[config.mk]
export PLATFORM = sky130hd
export DESIGN_NAME = expose_sequencer
export DESIGN_NICKNAME = d
export VERILOG_FILES = /design/src/rtl/expose_sequencer_pkg.sv /design/src/rtl/expose_sequencer_counter.sv /design/src/rtl/expose_sequencer.sv
export SDC_FILE = /design/constraint.sdc
export NUM_CORES = 1
export LEC_CHECK = 0
export CORE_AREA = 5 5 80 82
export DETAILED_ROUTE_END_ITERATION = 6
export DIE_AREA = 0 0 85 87
export PLACE_DENSITY = 0.83
export SYNTH_ARGS = -nofsm -noshare
export SYNTH_HDL_FRONTEND = slang
export SYNTH_HIERARCHICAL = 1
export SYNTH_SLANG_ARGS = --single-unit
export TNS_END_PERCENT = 30
[constraint.sdc]
create_clock -name clk_i -period 2.6 [get_ports clk_i]
set_input_delay 0.52 -clock clk_i [delete_from_list [all_inputs] [get_ports clk_i]]
set_output_delay 0.52 -clock clk_i [all_outputs]
set_load 0.05 [all_outputs]
[src/rtl/expose_sequencer_pkg.sv]
// expose_pkg: shared state type, datapath widths and the watchdog limit helper
// for the exposure frame sequencer.
package expose_pkg;

    localparam int EXP_W  = 6;
    localparam int RAMP_W = 8;
    localparam int ROW_W  = 4;
    localparam int WD_W   = 8;

    typedef enum logic [2:0] {
        S_IDLE,
        S_ERASE,
        S_EXPOSE,
        S_CONVERT,
        S_READ,
        S_DONE
    } seq_state_t;

    // Watchdog counts from 0 on the first EXPOSE cycle, so the last allowed
    // cycle carries the value exposure + margin - 1.
    function automatic logic [WD_W-1:0] wd_limit(input logic [EXP_W-1:0] exp_cycles,
                                                 input int margin);
        return WD_W'(exp_cycles) + WD_W'(margin) - WD_W'(1);
    endfunction

endpackage

[src/rtl/expose_sequencer_counter.sv]
// seq_counter: loadable up-counter with a terminal-count flag, used for the
// erase, watchdog, ramp and row counters of the sequencer.
module seq_counter #(
    parameter int W = 8
) (
    input  logic         clk_i,
    input  logic         rst_ni,
    input  logic         load_i,
    input  logic [W-1:0] load_val_i,
    input  logic         en_i,
    input  logic [W-1:0] tc_val_i,
    output logic [W-1:0] cnt_o,
    output logic         tc_o
);

    logic [W-1:0] cnt_q, cnt_d;

    always_comb cnt_d = load_i ? load_val_i : en_i ? cnt_q + W'(1) : cnt_q;

    always_ff @(posedge clk_i or negedge rst_ni) begin
        if (!rst_ni) cnt_q <= '0;
        else         cnt_q <= cnt_d;
    end

    assign cnt_o = cnt_q;
    assign tc_o  = cnt_q == tc_val_i;

endmodule

[src/rtl/expose_sequencer.sv]
// expose_sequencer: frame-level initiator for the exposure timer; sequences
// erase, exposure handshake, ADC ramp and row readout with registered outputs.
module expose_sequencer
    import expose_pkg::*;
#(
    parameter int ERASE_CYCLES   = 4,
    parameter int CONVERT_CYCLES = 255,
    parameter int N_ROWS         = 2,
    parameter int TIMEOUT_MARGIN = 8
) (
    input  logic              clk_i,
    input  logic              rst_ni,
    input  logic              start_i,
    input  logic              abort_i,
    input  logic [EXP_W-1:0]  exposure_cycles_i,
    output logic              timer_reset_o,
    output logic              expose_enable_o,
    input  logic              expose_finished_i,
    output logic              erase_o,
    output logic              convert_o,
    output logic [RAMP_W-1:0] adc_ramp_o,
    output logic              read_valid_o,
    output logic [ROW_W-1:0]  read_row_o,
    input  logic              read_ready_i,
    output logic              busy_o,
    output logic              frame_done_o,
    output logic              timeout_err_o
);

    seq_state_t       state_q, state_d;
    logic [EXP_W-1:0] exp_q, exp_d;
    logic             timeout_q, timeout_d;
    logic             accept, timed_out;
    logic             erase_tc, wd_tc, ramp_tc, row_tc;
    logic [WD_W-1:0]  erase_cnt, wd_cnt;
    logic             unused_cnt;
    logic             timer_reset_q, expose_enable_q, erase_q, convert_q;
    logic             read_valid_q, busy_q, frame_done_q;

    always_comb begin
        state_d = state_q;
        unique case (state_q)
            S_IDLE:    state_d = start_i ? S_ERASE : S_IDLE;
            S_ERASE:   state_d = erase_tc ? S_EXPOSE : S_ERASE;
            S_EXPOSE:  state_d = expose_finished_i ? S_CONVERT : wd_tc ? S_IDLE : S_EXPOSE;
            S_CONVERT: state_d = ramp_tc ? S_READ : S_CONVERT;
            S_READ:    state_d = (read_ready_i && row_tc) ? S_DONE : S_READ;
            S_DONE:    state_d = S_IDLE;
            default:   state_d = S_IDLE;
        endcase
        if (abort_i) state_d = S_IDLE;
    end

    // finished beats the watchdog, and abort beats both
    assign accept    = state_q == S_IDLE && start_i && !abort_i;
    assign timed_out = state_q == S_EXPOSE && !expose_finished_i && wd_tc && !abort_i;
    assign exp_d     = accept ? exposure_cycles_i : exp_q;
    assign timeout_d = accept ? 1'b0 : timed_out ? 1'b1 : timeout_q;

    seq_counter #(.W(WD_W)) u_erase (
        .clk_i      (clk_i),
        .rst_ni     (rst_ni),
        .load_i     (state_d != S_ERASE),
        .load_val_i ('0),
        .en_i       (state_q == S_ERASE),
        .tc_val_i   (WD_W'(ERASE_CYCLES - 1)),
        .cnt_o      (erase_cnt),
        .tc_o       (erase_tc)
    );

    seq_counter #(.W(WD_W)) u_watchdog (
        .clk_i      (clk_i),
        .rst_ni     (rst_ni),
        .load_i     (state_d != S_EXPOSE),
        .load_val_i ('0),
        .en_i       (state_q == S_EXPOSE),
        .tc_val_i   (wd_limit(exp_q, TIMEOUT_MARGIN)),
        .cnt_o      (wd_cnt),
        .tc_o       (wd_tc)
    );

    seq_counter #(.W(RAMP_W)) u_ramp (
        .clk_i      (clk_i),
        .rst_ni     (rst_ni),
        .load_i     (state_d != S_CONVERT),
        .load_val_i ('0),
        .en_i       (state_q == S_CONVERT),
        .tc_val_i   (RAMP_W'(CONVERT_CYCLES - 1)),
        .cnt_o      (adc_ramp_o),
        .tc_o       (ramp_tc)
    );

    seq_counter #(.W(ROW_W)) u_row (
        .clk_i      (clk_i),
        .rst_ni     (rst_ni),
        .load_i     (state_d != S_READ),
        .load_val_i ('0),
        .en_i       (state_q == S_READ && read_ready_i),
        .tc_val_i   (ROW_W'(N_ROWS - 1)),
        .cnt_o      (read_row_o),
        .tc_o       (row_tc)
    );

    assign unused_cnt = ^{erase_cnt, wd_cnt};

    // Control outputs are flopped from the next state so they line up with it.
    always_ff @(posedge clk_i or negedge rst_ni) begin
        if (!rst_ni) begin
            state_q         <= S_IDLE;
            exp_q           <= '0;
            timeout_q       <= 1'b0;
            timer_reset_q   <= 1'b1;
            expose_enable_q <= 1'b0;
            erase_q         <= 1'b0;
            convert_q       <= 1'b0;
            read_valid_q    <= 1'b0;
            busy_q          <= 1'b0;
            frame_done_q    <= 1'b0;
        end else begin
            state_q         <= state_d;
            exp_q           <= exp_d;
            timeout_q       <= timeout_d;
            timer_reset_q   <= state_d != S_EXPOSE;
            expose_enable_q <= state_d == S_EXPOSE;
            erase_q         <= state_d == S_ERASE;
            convert_q       <= state_d == S_CONVERT;
            read_valid_q    <= state_d == S_READ;
            busy_q          <= state_d != S_IDLE;
            frame_done_q    <= state_d == S_DONE;
        end
    end

    assign timer_reset_o   = timer_reset_q;
    assign expose_enable_o = expose_enable_q;
    assign erase_o         = erase_q;
    assign convert_o       = convert_q;
    assign read_valid_o    = read_valid_q;
    assign busy_o          = busy_q;
    assign frame_done_o    = frame_done_q;
    assign timeout_err_o   = timeout_q;

endmodule

==> impl_metrics.sql <==
INSERT INTO impl_metrics (metric_group, metric, value, unit) VALUES
('run_status', 'outcome', 'complete, but fails checks', ''),
('run_status', 'violations', 'negative setup slack', ''),
('yosys', 'area_contributors_post_synth', 'dfrtp_1, xnor2_1, nand2_1, xor2_1, nand4_1', ''),
('floorplanning', 'core_region_area', '5680', 'sq um'),
('timing', 'min_setup_slack_post_route', '-0.346', 'ns'),
('worst_setup_path', 'timing.critical_path.required', '2.84', 'ns'),
('power', 'combinational_share_of_power', '28.3', '%'),
('worst_setup_path', 'crit_path_end_kind', 'register', ''),
('grt', 'via_count_of_the_first_global_routing_pass', '2566', ''),
('yosys', 'synthesis.area', '2670', 'sq um'),
('worst_setup_path', 'worst_r2r_startpoint', 'exp_q[2]', ''),
('placement', 'placedInstanceArea', '3500', 'sq um'),
('worst_setup_path', 'critical_path.endpoint', 'u_erase/cnt_o[7]', ''),
('timing', 'slew_violations', '0', ''),
('worst_setup_path', 'cp_top_family', 'simple AND/OR/NAND/NOR gates', ''),
('route', 'drtAntennaViolNets', '0', ''),
('timing', 'min_period', '2.95', 'ns'),
('worst_setup_path', 'crit_path_start', 'exp_q[2]', ''),
('worst_setup_path', 'worstReg2RegEnd', 'u_erase/cnt_o[7]', ''),
('yosys', 'post-synth-top-area-cell', 'dfrtp_1', ''),
('route', 'route.detailed.wl_per_inst', '14.1', 'um'),
('layout', 'syn_to_final_growth', '44.2', '%'),
('route', 'drt_wl_total', '6870', 'um'),
('timing', 'timing.clock.skew', '0.00642', 'ns'),
('clocking', 'cts_tree', 'done', ''),
('worst_hold_path', 'hp-class', 'in -> async', ''),
('worst_setup_path', 'startpoint_type', 'register', ''),
('route', 'first_iter_violations', '72', ''),
('yosys', 'synth_cells', '288', ''),
('clocking', 'cts_made_buffers', '5', ''),
('clocking', 'hold_buf_count_cts', '0', ''),
('yosys', 'synth-seq-area-share', '42.3', '%'),
('layout', 'fin_nets', '430', ''),
('timing', 'final-setup-viol-count', '16', ''),
('layout', 'n_antenna_cell', '0', ''),
('clocking', 'htreeDepth', '2', ''),
('yosys', 'yosys_register_bits', '45', ''),
('worst_setup_path', 'rrSetupSlack', '-0.35', 'ns'),
('clocking', 'cts_num_sinks', '45', ''),
('floorplanning', 'initial_cell_density_of_the_core', '47.0', '%'),
('timing', 'hold_viol', '0', ''),
('worst_setup_path', 'cp_num_cells', '12', ''),
('yosys', 'synth_edf_count', '0', ''),
('timing', 'final.hold.worst_slack', '0.218', 'ns'),
('grt', 'globalRouteOverflowTotal', '0', ''),
('yosys', 'synth_most_common_cell', 'dfrtp_1', ''),
('power', 'clockPowerShare', '25.7', '%'),
('grt', 'antenna_found_initial', '0', ''),
('worst_setup_path', 'worstPathArrival', '3.18', 'ns'),
('power', 'power_per_cell_area', '462', 'nW/um^2'),
('worst_setup_path', 'worst-path-buf-inv', '0', ''),
('clocking', 'clkTransAtPathRegs', '0.09', 'ns'),
('timing', 'post-route-period-util', '113', '%'),
('power', 'p_int', '1190', 'uW'),
('route', 'viasPerCell', '4.95', ''),
('yosys', 'synthArstFlopShare', '100', '%'),
('timing', 'unrepaired_setup_endpoints_after_global_routing', 'true', ''),
('grt', 'grt_max_degree', '26', ''),
('power', 'power.leakage', '0.00171', 'uW'),
('floorplanning', 'width_of_the_die', '85', 'um'),
('placement', 'port_buffers', '31', ''),
('worst_setup_path', 'crit_path_max_fanout', '4', ''),
('route', 'detailedRoute.firstPassIterationCount', '4', ''),
('power', 'power.switching', '579', 'uW'),
('worst_setup_path', 'timing_worst_setup_path_type', 'reg -> reg', ''),
('yosys', 'synth_area_per_cell', '9.25', 'sq um'),
('layout', 'final_layout_size_suffix_gt1_share', '28.3', '%'),
('clocking', 'clock_latency', '0.30', 'ns'),
('worst_setup_path', 'crit_path_cell_trace', 'nor3_2 > nand3b_1 > xnor2_2 > xnor2_1 > nand4_1 > nor2_2 > nand2b_1 > a31oi_2 > nor2_2 > or4_4 > or4_4 > nand3_2', ''),
('grt', 'global_route_wire_length_before_repair', '11300', 'um'),
('grt', 'grt_use_total', '19.1', '%');
cell families (layout without fill, tap and decap cells):
kind of cell             after synthesis  in the layout  synth area share, %
AO/OA/AOI/OAI                         33             33                 6.71
XOR/XNOR                              47             47                 15.4
adder cells (fa/ha/maj)                5              5                 2.35
buffers and inverters                 19             98                 3.24
flip-flops                            45             45                 42.3
multiplexers                          12             12                 4.88
other                                  2             49                0.282
AND/OR/NAND/NOR                      125            125                 24.8
metrics by stage:
step	cells	total power (uW)	utilization [%]	setup TNS, ns	setup slack, ns
floorplan	335	1110	-	-0.493	-0.176
global placement	469	1250	61.7	-0.949	-0.274
detailed placement	469	1270	61.7	-2.84	-0.412
CTS	487	1770	65.8	-1.00	-0.231
global route	489	1870	67.7	-5.12	-0.467
finish	489	1770	67.7	-2.14	-0.346
flip-flops by register name, indices dropped and copies added, names as in the netlist, 3 cells and up:
signal,count
u_row/cnt_o,4
u_watchdog/cnt_o,8
exp_q,6
u_erase/cnt_o,8
state_q,3
u_ramp/cnt_o,8
worst min-delay path by stage:
stage | from | to | slack [ns] | depth (start not counted)
floorplan | rst_ni | busy_o | 0.22 | 0
global placement | timeout_err_o | timeout_err_o | 0.53 | 2
detailed placement | timeout_err_o | timeout_err_o | 0.54 | 2
CTS | rst_ni | convert_o | 0.23 | 1
global route | rst_ni | convert_o | 0.26 | 1
finish | rst_ni | convert_o | 0.22 | 1
metal layers:
| metal | GRT usage (%) | up-vias | wire length (um) |
|---|---|---|---|
| met5 | 0 | - | 0 |
| met4 | 6.76 | 0 | 97 |
| met3 | 3.31 | 9 | 170 |
| met2 | 35.1 | 50 | 3780 |
| met1 | 22.2 | 1174 | 2820 |
| li1 | - | 1188 | - |
power groups by stage:
stage / combinational [uW] / clock (uW) / sequential [uW]
after floorplan: 241 / 0 / 869
after global placement: 428 / 0 / 821
after detailed placement: 446 / 0 / 825
after CTS: 486 / 468 / 815
after global routing: 545 / 501 / 825
final: 502 / 456 / 816
repair_timing:
item	in CTS	in global routing
buffers inserted	10	3
pin swaps	11	19
setup endpoints to repair	19	25
resized for setup	19	35
layout by cell type, fill, tap and decap left out, drive strengths merged, types with 3 or more instances in the layout:
cell type      instances
conb                  49
nand4                 20
xnor2                 32
ha                     5
inv                    8
xor2                  15
mux2i                  4
buf                   52
nand2b                 3
nor2                  12
nor2b                 11
dfrtp                 44
nor3                   3
nand2                 42
clkdlybuf4s50         30
nand3                 13
clkbuf                 5
or4                   10
o21ai                 27
mux2                   8
final cells by class:
| cell class | count | area, sq um |
|---|---|---|
| Tap cell | 75 | 93.8 |
| Inverter | 8 | 30.0 |
| Clock buffer | 5 | 68.8 |
| Fill cell | 415 | 1830 |
| Sequential cell | 45 | 1140 |
| Multi-Input combinational cell | 271 | 1770 |
| Timing Repair Buffer | 82 | 718 |
| Clock inverter | 3 | 21.3 |
Note: power is estimated with default switching activity, not from simulation.
